==> config.mk <==
export PLATFORM = sky130hd
export DESIGN_NAME = montgomery_serial_flat
export DESIGN_NICKNAME = d
export VERILOG_FILES = /design/src/rtl/montgomery_serial.sv /design/src/rtl/montgomery_serial_if.sv /design/src/flat_wrapper.sv
export SDC_FILE = /design/constraint.sdc
export NUM_CORES = 1
export LEC_CHECK = 0
export CAP_MARGIN = 30
export CORE_MARGIN = 5
export CORE_UTILIZATION = 40
export DETAILED_ROUTE_END_ITERATION = 10
export GPL_ROUTABILITY_DRIVEN = 0
export PLACE_DENSITY = 0.58
export SYNTH_ARGS = -nofsm -noshare
export SYNTH_HDL_FRONTEND = slang
export SYNTH_SLANG_ARGS = --single-unit
==> constraint.sdc <==
create_clock -name clk_i -period 14.1 [get_ports clk_i]
set_clock_uncertainty 0.15 [all_clocks]
set_input_delay 2.82 -clock clk_i [delete_from_list [all_inputs] [get_ports clk_i]]
set_output_delay 2.82 -clock clk_i [all_outputs]
set_load 0.01 [all_outputs]
==> src/rtl/montgomery_serial.sv <==
// Radix-2 bit-serial Montgomery multiplier: result = x*y*2^-n mod m, one bit of x per clock.
// Optional macro MONTGOMERY_BUSY_EN adds busy_o (high in CALC and CORR).
package params_pkg;
    localparam int DATA_LENGTH = 64;
endpackage

module montgomery_serial #(
    parameter int DATA_LENGTH = params_pkg::DATA_LENGTH
) (
    input  logic                      clk_i,
    input  logic                      rst_i,
    montgomery_serial_if.slave        bus
);
    localparam int CW = $clog2(DATA_LENGTH + 1);
    localparam int AW = DATA_LENGTH + 2;

    typedef enum logic [1:0] {IDLE, CALC, CORR, DONE} state_t;

    state_t                 state_q, state_d;
    logic [DATA_LENGTH-1:0] x_q, y_q, m_q, result_q;
    logic [AW-1:0]          acc_q, acc_step;
    logic [CW-1:0]          cnt_q, n_q;
    logic                   valid_q;
    logic                   last_iter, load, iterate, finish;

    // Out-of-range bit lengths fall back to the full operand width.
    function automatic logic [CW-1:0] eff_len(input logic [DATA_LENGTH-1:0] bl);
        if (bl == '0 || bl > DATA_LENGTH'(DATA_LENGTH)) return CW'(DATA_LENGTH);
        return bl[CW-1:0];
    endfunction

    function automatic logic [AW-1:0] mont_step(input logic [AW-1:0] a, input logic xb,
                                                input logic [DATA_LENGTH-1:0] y,
                                                input logic [DATA_LENGTH-1:0] m);
        logic [AW-1:0] s;
        s = a + (xb ? {2'b00, y} : '0);
        if (s[0]) s = s + {2'b00, m};
        return s >> 1;
    endfunction

    // A < 2m, so a single conditional subtraction lands in [0, m).
    function automatic logic [DATA_LENGTH-1:0] final_sub(input logic [AW-1:0] a,
                                                         input logic [DATA_LENGTH-1:0] m);
        logic [AW-1:0] d;
        d = (a >= {2'b00, m}) ? a - {2'b00, m} : a;
        return d[DATA_LENGTH-1:0];
    endfunction

    assign last_iter = (cnt_q == n_q - CW'(1));
    assign acc_step  = mont_step(acc_q, x_q[0], y_q, m_q);

    always_ff @(posedge clk_i or posedge rst_i) begin
        if (rst_i) state_q <= IDLE;
        else       state_q <= state_d;
    end

    always_comb begin
        state_d = state_q;
        case (state_q)
            IDLE, DONE: if (bus.start_i) state_d = CALC;
            CALC:       if (last_iter)   state_d = CORR;
            CORR:       state_d = DONE;
            default:    state_d = IDLE;
        endcase
    end

    always_comb begin
        load    = 1'b0;
        iterate = 1'b0;
        finish  = 1'b0;
        case (state_q)
            IDLE, DONE: load    = bus.start_i;
            CALC:       iterate = 1'b1;
            CORR:       finish  = 1'b1;
            default:    ;
        endcase
    end

    // x is shifted right each iteration so bit 0 is always the current multiplier bit.
    always_ff @(posedge clk_i or posedge rst_i) begin
        if (rst_i) begin
            x_q      <= '0;
            y_q      <= '0;
            m_q      <= '0;
            n_q      <= '0;
            acc_q    <= '0;
            cnt_q    <= '0;
            result_q <= '0;
            valid_q  <= 1'b0;
        end else if (load) begin
            x_q     <= bus.x_i;
            y_q     <= bus.y_i;
            m_q     <= bus.m_i;
            n_q     <= eff_len(bus.m_bl_i);
            acc_q   <= '0;
            cnt_q   <= '0;
            valid_q <= 1'b0;
        end else if (iterate) begin
            acc_q <= acc_step;
            x_q   <= x_q >> 1;
            cnt_q <= cnt_q + CW'(1);
        end else if (finish) begin
            result_q <= final_sub(acc_q, m_q);
            valid_q  <= 1'b1;
        end
    end

    assign bus.result_o = result_q;
    assign bus.valid_o  = valid_q;
`ifdef MONTGOMERY_BUSY_EN
    assign bus.busy_o   = (state_q == CALC) || (state_q == CORR);
`endif
endmodule

==> src/rtl/montgomery_serial_if.sv <==
// Operand/result bundle for the bit-serial Montgomery multiplier.
// busy_o exists only when MONTGOMERY_BUSY_EN is defined.
interface montgomery_serial_if #(
    parameter int DATA_LENGTH = 64
);
    logic                   start_i;
    logic [DATA_LENGTH-1:0] x_i;
    logic [DATA_LENGTH-1:0] y_i;
    logic [DATA_LENGTH-1:0] m_i;
    logic [DATA_LENGTH-1:0] m_bl_i;
    logic [DATA_LENGTH-1:0] result_o;
    logic                   valid_o;
`ifdef MONTGOMERY_BUSY_EN
    logic                   busy_o;
`endif

    modport master (
        output start_i, x_i, y_i, m_i, m_bl_i,
        input  result_o, valid_o
`ifdef MONTGOMERY_BUSY_EN
        , input busy_o
`endif
    );

    modport slave (
        input  start_i, x_i, y_i, m_i, m_bl_i,
        output result_o, valid_o
`ifdef MONTGOMERY_BUSY_EN
        , output busy_o
`endif
    );
endinterface

==> src/flat_wrapper.sv <==
// flat-port wrapper written by rule: the top's interface ports become plain ports
module montgomery_serial_flat 
#(
    parameter int DATA_LENGTH = params_pkg::DATA_LENGTH
)
  (clk_i, rst_i, bus_start_i, bus_x_i, bus_y_i, bus_m_i, bus_m_bl_i, bus_result_o, bus_valid_o);
  montgomery_serial_if #(.DATA_LENGTH(DATA_LENGTH)) bus_i ();
  input  logic clk_i;
  input  logic rst_i;
  input wire logic [$bits(bus_i.start_i)-1:0] bus_start_i;
  input wire logic [$bits(bus_i.x_i)-1:0] bus_x_i;
  input wire logic [$bits(bus_i.y_i)-1:0] bus_y_i;
  input wire logic [$bits(bus_i.m_i)-1:0] bus_m_i;
  input wire logic [$bits(bus_i.m_bl_i)-1:0] bus_m_bl_i;
  output wire logic [$bits(bus_i.result_o)-1:0] bus_result_o;
  output wire logic [$bits(bus_i.valid_o)-1:0] bus_valid_o;
  assign bus_i.start_i = bus_start_i;
  assign bus_i.x_i = bus_x_i;
  assign bus_i.y_i = bus_y_i;
  assign bus_i.m_i = bus_m_i;
  assign bus_i.m_bl_i = bus_m_bl_i;
  assign bus_result_o = bus_i.result_o;
  assign bus_valid_o = bus_i.valid_o;
  montgomery_serial #(.DATA_LENGTH(DATA_LENGTH)) u_core (.clk_i(clk_i), .rst_i(rst_i), .bus(bus_i));
endmodule
======== Word level (Yosys, flattened, before mapping) ========
Index checks and enable logic that the tools add are counted.
storage, ports and cells
  output and inout bits ................... 65
  logic and storage cells ................. 56
  bits of input ports ..................... 259
  bits in registers ....................... 339
operators by class
  reductions and logical operators ........ 9
  order comparisons ....................... 2
  mux-type cells .......................... 22
  add/sub/neg operators ................... 5
  equal/unequal tests ..................... 7
  bitwise gates (word level) .............. 2
operators with widths
  cell                 number
  $mux 64              4
  $mux 66              3
  $add 66x64->66       2
  $ge 66x64->1         1
  $gt 64x7->1 const B  1
  $logic_not 64->1     1
  $sub 64x64->64       1
  $mux 7               4
  $mux 1               8
  $add 7x1->7 const B  1
  $eq 7x7->1           1
  $sub 7x1->7 const B  1
  $pmux 2 s3           1
  $eq 2x2->1 const B   2
  $mux 2               2
  $ne 2x1->1 const B   2
  $reduce_and 2->1     2
  $reduce_bool 2->1    2
  $reduce_and 3->1     1
  $eq 2x1->1 const B   1
  $logic_not 2->1      1
  $ne 2x2->1 const B   1
  $not 1->1            2
  $reduce_or 2->1      1
  $logic_or 1x1->1     1

======== Logic depth before layout (Yosys ltp) ========
Gate-level depths: netlist (run 1).
  depth in word-level cells ............... 6
  mapped depth ............................ 27
  gate-level depth less buffers ........... 25

======== Worst setup path after synthesis (run 1) ========
OpenSTA, ideal clock, no wires.
  kind .................................... register -> register
  start point ............................. reg u_core.x_q[0]
  end point ............................... reg u_core.acc_q[59]
  required time ........................... 13.805 ns
  data arrival time ....................... 5.507 ns
  path slack .............................. 8.298 ns
  buffers on the path ..................... 4
  period minus slack after synthesis ...... 5.802 ns
  stages on the path, launching flop included .. 27
  setup time .............................. 0.145 ns
  cell sequence ........................... dfrtp_1 -> clkbuf_1 -> clkbuf_1 -> and2_1 -> ha_1 -> buf_6 -> and4_4 -> a211o_1 -> o211ai_1 -> a211oi_1 -> o31ai_1 -> o21bai_1 -> a21oi_1 -> xnor2_1 -> ha_1 -> clkbuf_1 -> nand4_2 -> or4_1 -> nor4_1 -> a21boi_1 -> o31ai_1 -> a41oi_2 -> a32oi_1 -> and2_1 -> o31ai_1 -> xnor2_1 -> a21oi_1
on the way
  cells in the longest elaborated chain, start to end .. 6
ends and longest elaborated chain
  item                    line                      RTL
  start, declared         montgomery_serial.sv:20   logic [DATA_LENGTH-1:0] x_q, y_q, m_q, result_q;
  start signal, assigned  montgomery_serial.sv:91   x_q <= bus.x_i;
  start signal, assigned  montgomery_serial.sv:100  x_q <= x_q >> 1;
  $mux 64 *               montgomery_serial.sv:36   s = a + (xb ? {2'b00, y} : '0);
  $add 66x64->66 *        montgomery_serial.sv:36
  $add 66x64->66          montgomery_serial.sv:37   if (s[0]) s = s + {2'b00, m};
  $mux 66 *               montgomery_serial.sv:37
  $mux 66 *               montgomery_serial.sv:98   end else if (iterate) begin
  $mux 66 *               montgomery_serial.sv:90   end else if (load) begin
  end signal, assigned    montgomery_serial.sv:99   acc_q <= acc_step;
  end, declared           montgomery_serial.sv:21   logic [AW-1:0] acc_q, acc_step;
Every way passes the cells marked *; elsewhere a longest branch is shown, timed or not. The select of a mux whose other input is x is not followed.
A chain may end at the register's enable or synchronous reset.

======== Final worst setup path (run 1) ========
Ends and elaborated chain as after synthesis.

==> results of run 1 <==
==> final timing paths <==
path	end	cells after the start	slack (ps)
min in group asynchronous	u_core.x_q[37]	2	2560
worst max register to register	u_core.acc_q[59]	25	6870
worst max-delay path	u_core.acc_q[59]	25	6870
worst min-delay path	u_core.y_q[61]	2	320
worst min register to register	u_core.y_q[61]	2	320
max in group asynchronous	u_core.y_q[30]	5	9190
==> worst max-delay path, cell delays in order, from the launching register on <==
cell       delay, ps
dfrtp_1          860
and2_1           240
ha_2             190
inv_1             50
fa_1             400
nand2b_1         180
a21o_1           190
a21oi_1          290
o2111ai_1        240
o31ai_1          570
a21oi_1          220
nand2_1          120
a21oi_1           80
xnor2_1          160
ha_1             410
nand2_1          190
or4_1            560
nor4_1           280
a21boi_1         270
o31ai_1          190
a41oi_2          310
a32oi_1          150
and2_1           230
o31ai_1          290
xnor2_1          150
a21oi_1           80
==> layer usage <==
metal | vias up | global-route usage | wire, um
met5 | - | 0 | 38
met4 | 6 | 0.0557 | 1940
met3 | 135 | 0.0492 | 7570
met2 | 927 | 0.377 | 39500
met1 | 11900 | 0.338 | 39700
li1 | 12000 | - | -
==> cells by family after synthesis <==
logic type,Yosys count,synth area share
and+or+nand+nor,1100,0.189
DFF,338,0.322
adders and majority gates,200,0.0961
buffers and inverters,321,0.0471
xor gates and xnor gates,190,0.0633
AOI/OAI and AO/OA,1029,0.241
muxes,108,0.0413
==> sequential cells by signal (all words and copies together) (netlist names) <==
register and flops:
u_core.bus.result_o 64, u_core.cnt_q 7, u_core.bus.valid_o 1, u_core.x_q 64, u_core.n_q 7, u_core.state_q 2
u_core.m_q 64, u_core.y_q 64, u_core.acc_q 65
==> metrics by stage <==
stage,setup WS (ps),utilization
global placement,7130,0.459
floorplan,1760,-
finish,6870,0.481
detailed placement,6960,0.459
global route,6220,0.481
CTS,6910,0.479
==> layout by cell type (no fill, tap or decap), types with 34 or more instances in the layout <==
master / n
nand2_1: 530
dfrtp_1: 338
a21oi_1: 335
clkdlybuf4s50_1: 323
o21ai_0: 279
nor2_1: 223
ha_1: 194
inv_1: 131
xnor2_1: 124
mux2i_1: 104
a21o_1: 97
and2_1: 75
xor2_1: 66
nand4_1: 48
nand3_1: 47
a31oi_1: 47
clkbuf_16: 40
o21bai_1: 35
nor3_1: 34
==> layout make-up <==
cell class              instances  share of cell area
well taps                     864              0.0344
clock buffers                  46              0.0332
inverters                     133              0.0161
multi-input cells            2627               0.528
diodes                          3            0.000239
flip-flops and latches        338               0.269
repair buffers                346               0.110
clock inverters                25             0.00852
==> results.cfg, run 1 <==
[timing]
setup_viol = 0
fmax_mhz = 138
worst_pin_slew_ps = 940
hold_viol_final = 0
post-route-period-util = 0.512
maxSlewViolCount = 0
max_slew_margin = 0.371
setup_tns_ps = 0
period_minus_slack_ps = 7230
rsz0062_at_grt = no
whs_ps = 321

[drt]
viasPerCell = 5.70
wire_per_inst_um = 20.3
drtIter0Drc = 2106
wirelength_mm = 88.8
vias = 25000
drt-pass1-iter-count = 7
drc_errors = 0
ant_nets = 0

[synth]
synth_area_mm2 = 0.0263
synth_edf_count = 0
ys_top_cells_by_count = nand2_1 (531), dfrtp_1 (338), a21oi_1 (335)
ys_types = 88
yosys_warnings = 0
syn_area_per_cell_um2 = 7.99
yosysMostFrequentCell = nand2_1
synth_top_area_share = 0.322
netlist_instances = 3286
yosys_most_used_dff = dfrtp_1
syn_nets = 3745
synth_area_leaders = dfrtp_1 (32%), ha_1 (9.4%), nand2_1 (7.6%)
synth-async-reset-ratio = 1.00
yosysSeqAreaShare = 0.322
synth_top_area_cell = dfrtp_1
synth_seq_cells = 338

[layout]
finalNetCount = 3945
areaGrowthSynthToFinish_pct = 19.7
nFillCells = 6492
multi_input_area_mm2 = 0.0166
ff_latch_area_mm2 = 0.00846
layout-drive-gt1-share = 0.0373
finalInstanceArea_mm2 = 0.0314
layout.cells.non_filler = 4382

[critical_path]
crit_required_ps = 14360
cp-end-kind = flip-flop
timing.rr.start = u_core.x_q[0]
crit_type = reg2reg
crit_start = u_core.x_q[0]
worstPathArrival_ps = 7490
crit_fanout = 30
cp-start-kind = flip-flop

[floorplan]
io_pins = 324
core_mm2 = 0.0654
die_area_mm2 = 0.0709
rows = 94
fp.dieW_um = 266
die_h_um = 266
start_util = 0.402

[place]
dp_hpwl_mm = 68.2
placed_area_mm2 = 0.0300
port_buffers = 323
dp_cells = 4305

[clock_tree]
cts_setup_buffers = 0
cts_resized = 0
cts_hold_buf = 0
clk_latency_ps = 580
clk_pin_slew_ps = 60
clock-sinks = 338
cts_buffers = 40
root_buffer = clkbuf_16
cts_buffer_depth = 3
htreeDepth = 2
cts_tree = yes

[global_route]
grt_antenna_before_repair = 6
gr-total-overflow = 0
grt_pass1_vias = 24700
grt_usage = 0.238
grt_max_degree = 105
grt_pass1_wl_mm = 137

[worst_hold_path]
min_from = u_core.y_q[61]
worst_hold_path_type = reg2reg

[job]
cap_violations = 0

[outcome]
outcome = complete, no violations
Power of run 1 is left out: the tool's default activity adds up to more than one toggle a clock period on the data nets, which glitch-free logic cannot reach.
==> run 2: changes to the inputs <==
- clock period: 14.1 -> 7.53 ns (I/O delays scaled with it)
==> results.cfg, run 2 (same netlist as run 1, synthesis figures left out) <==
[drt]
vias = 24900
wire_per_inst_um = 20.2
drc_errors = 0
wirelength_mm = 88.7
viasPerCell = 5.67
drt-pass1-iter-count = 5
ant_nets = 0
drtIter0Drc = 1854

[critical_path]
worstPathArrival_ps = 7110
reg2reg_to = u_core.acc_q[64]
cp-end-kind = flip-flop
r2r.worst_path.cells = 23
crit_fanout = 27
r2r_slack_ps = 780
crit_required_ps = 7890
crit_type = reg2reg
timing.rr.start = u_core.x_q[0]
cp-start-kind = flip-flop

[timing]
setup_tns_ps = 0
maxSlewViolCount = 0
hold_viol_final = 0
max_slew_margin = 0.388
setup_slack_ps = 783
worst_pin_slew_ps = 909
fmax_mhz = 148
period_minus_slack_ps = 6750
post-route-period-util = 0.896
setup_viol = 0
rsz0062_at_grt = no

[layout]
top_register = u_core.acc_q
layout_common_cells = nand2_1 (530), dfrtp_1 (338), a21oi_1 (335)
finalNetCount = 3945
final_common_cell = nand2_1
layout.cells.non_filler = 4384
largest_reg_flops = 65
layout-drive-gt1-share = 0.0372
areaGrowthSynthToFinish_pct = 20.2

[floorplan]
start_util = 0.402
fp.dieW_um = 266
io_pins = 324
die_h_um = 266
core_mm2 = 0.0654
rows = 94
die_area_mm2 = 0.0709

[global_route]
grt_max_degree = 150
grt_usage = 0.239
grt_pass1_vias = 24500
gr-total-overflow = 0
grt_pass1_wl_mm = 137
grt_antenna_before_repair = 6

[worst_hold_path]
hold_depth = 2
hold_path_end = u_core.y_q[55]
worst_hold_path_type = reg2reg
min_from = u_core.y_q[55]

[clock_tree]
cts_tree = yes
clock-sinks = 338
root_buffer = clkbuf_16
htreeDepth = 2
clk_pin_slew_ps = 60
cts_buffer_depth = 3
cts_hold_buf = 0
clk_latency_ps = 600
cts_buffers = 41
cts_setup_buffers = 0
cts_resized = 0

[place]
dpl_worst_slack_ps = 926
dp_cells = 4307
dp_hpwl_mm = 68.7
port_buffers = 323

[outcome]
outcome = complete, no violations

[job]
cap_violations = 0
run 2: changes by cell type in the layout (fill, tap and decap cells not counted), moves of 2 or more:
cell        before  now
buf_12           0    4
bufinv_16        3    7
buf_16           3    0
clkbuf_8         2    5
clkinv_8         3    0
clkinvlp_4       9    6
inv_16           0    3
buf_4           20   18
clkbuf_1         4    6
clkinv_4         2    0
run 2: per-layer routing:
| metal | share of wire | track usage |
|---|---|---|
| met2 | 0.44 | 0.372 |
| met4 | 0.029 | 0.0665 |
| met1 | 0.45 | 0.337 |
| met3 | 0.080 | 0.0548 |
| met5 | 0.00053 | 0 |
run 2: final cells by class:
type	instances	area, um^2
fill	6459	33800
multi-input combinational	2627	16600
sequential	338	8460
timing repair buffer	345	3450
clock buffer	52	1120
tap	864	1080
inverter	133	503
clock inverter	22	343
antenna	3	7.51
run 2: worst max-delay path, cell delays in order (launching register included):
cell and delay, ps:
dfrtp_1 360, buf_4 260, nand2_1 150, fa_1 450, nand2b_1 180, a21o_1 190
a21oi_1 340, o2111a_1 320, a41oi_1 280, o21ai_0 790, a41oi_1 260, xnor2_1 290
ha_1 390, a21o_1 240, nor2_1 80, o21ai_0 90, a221oi_1 320, o41a_1 330
a211oi_1 120, nor2_1 280, o21ai_0 200, a21o_1 220, a311o_1 300, o211ai_1 80
run 2: how the worst max path moves through the flow:
stage | from | endpoint | slack [ps]
after global routing | u_core.x_q[0] | u_core.acc_q[59] | 210
final | u_core.x_q[0] | u_core.acc_q[64] | 780
after global placement | u_core.x_q[0] | u_core.acc_q[59] | 1040
after detailed placement | u_core.x_q[0] | u_core.acc_q[59] | 930
after floorplan | rst_i | u_core.acc_q[0] | 1360
after CTS | u_core.x_q[0] | u_core.acc_q[59] | 880
run 2: metrics by stage:
stage	util	cell area, um^2	hold slack, ps
final	0.483	31600	318
after global routing	0.483	31600	344
after CTS	0.483	31600	324
after detailed placement	0.460	30100	309
after global placement	0.460	30100	306
after floorplan	-	26300	288
Power of run 2 is left out for the same reason.
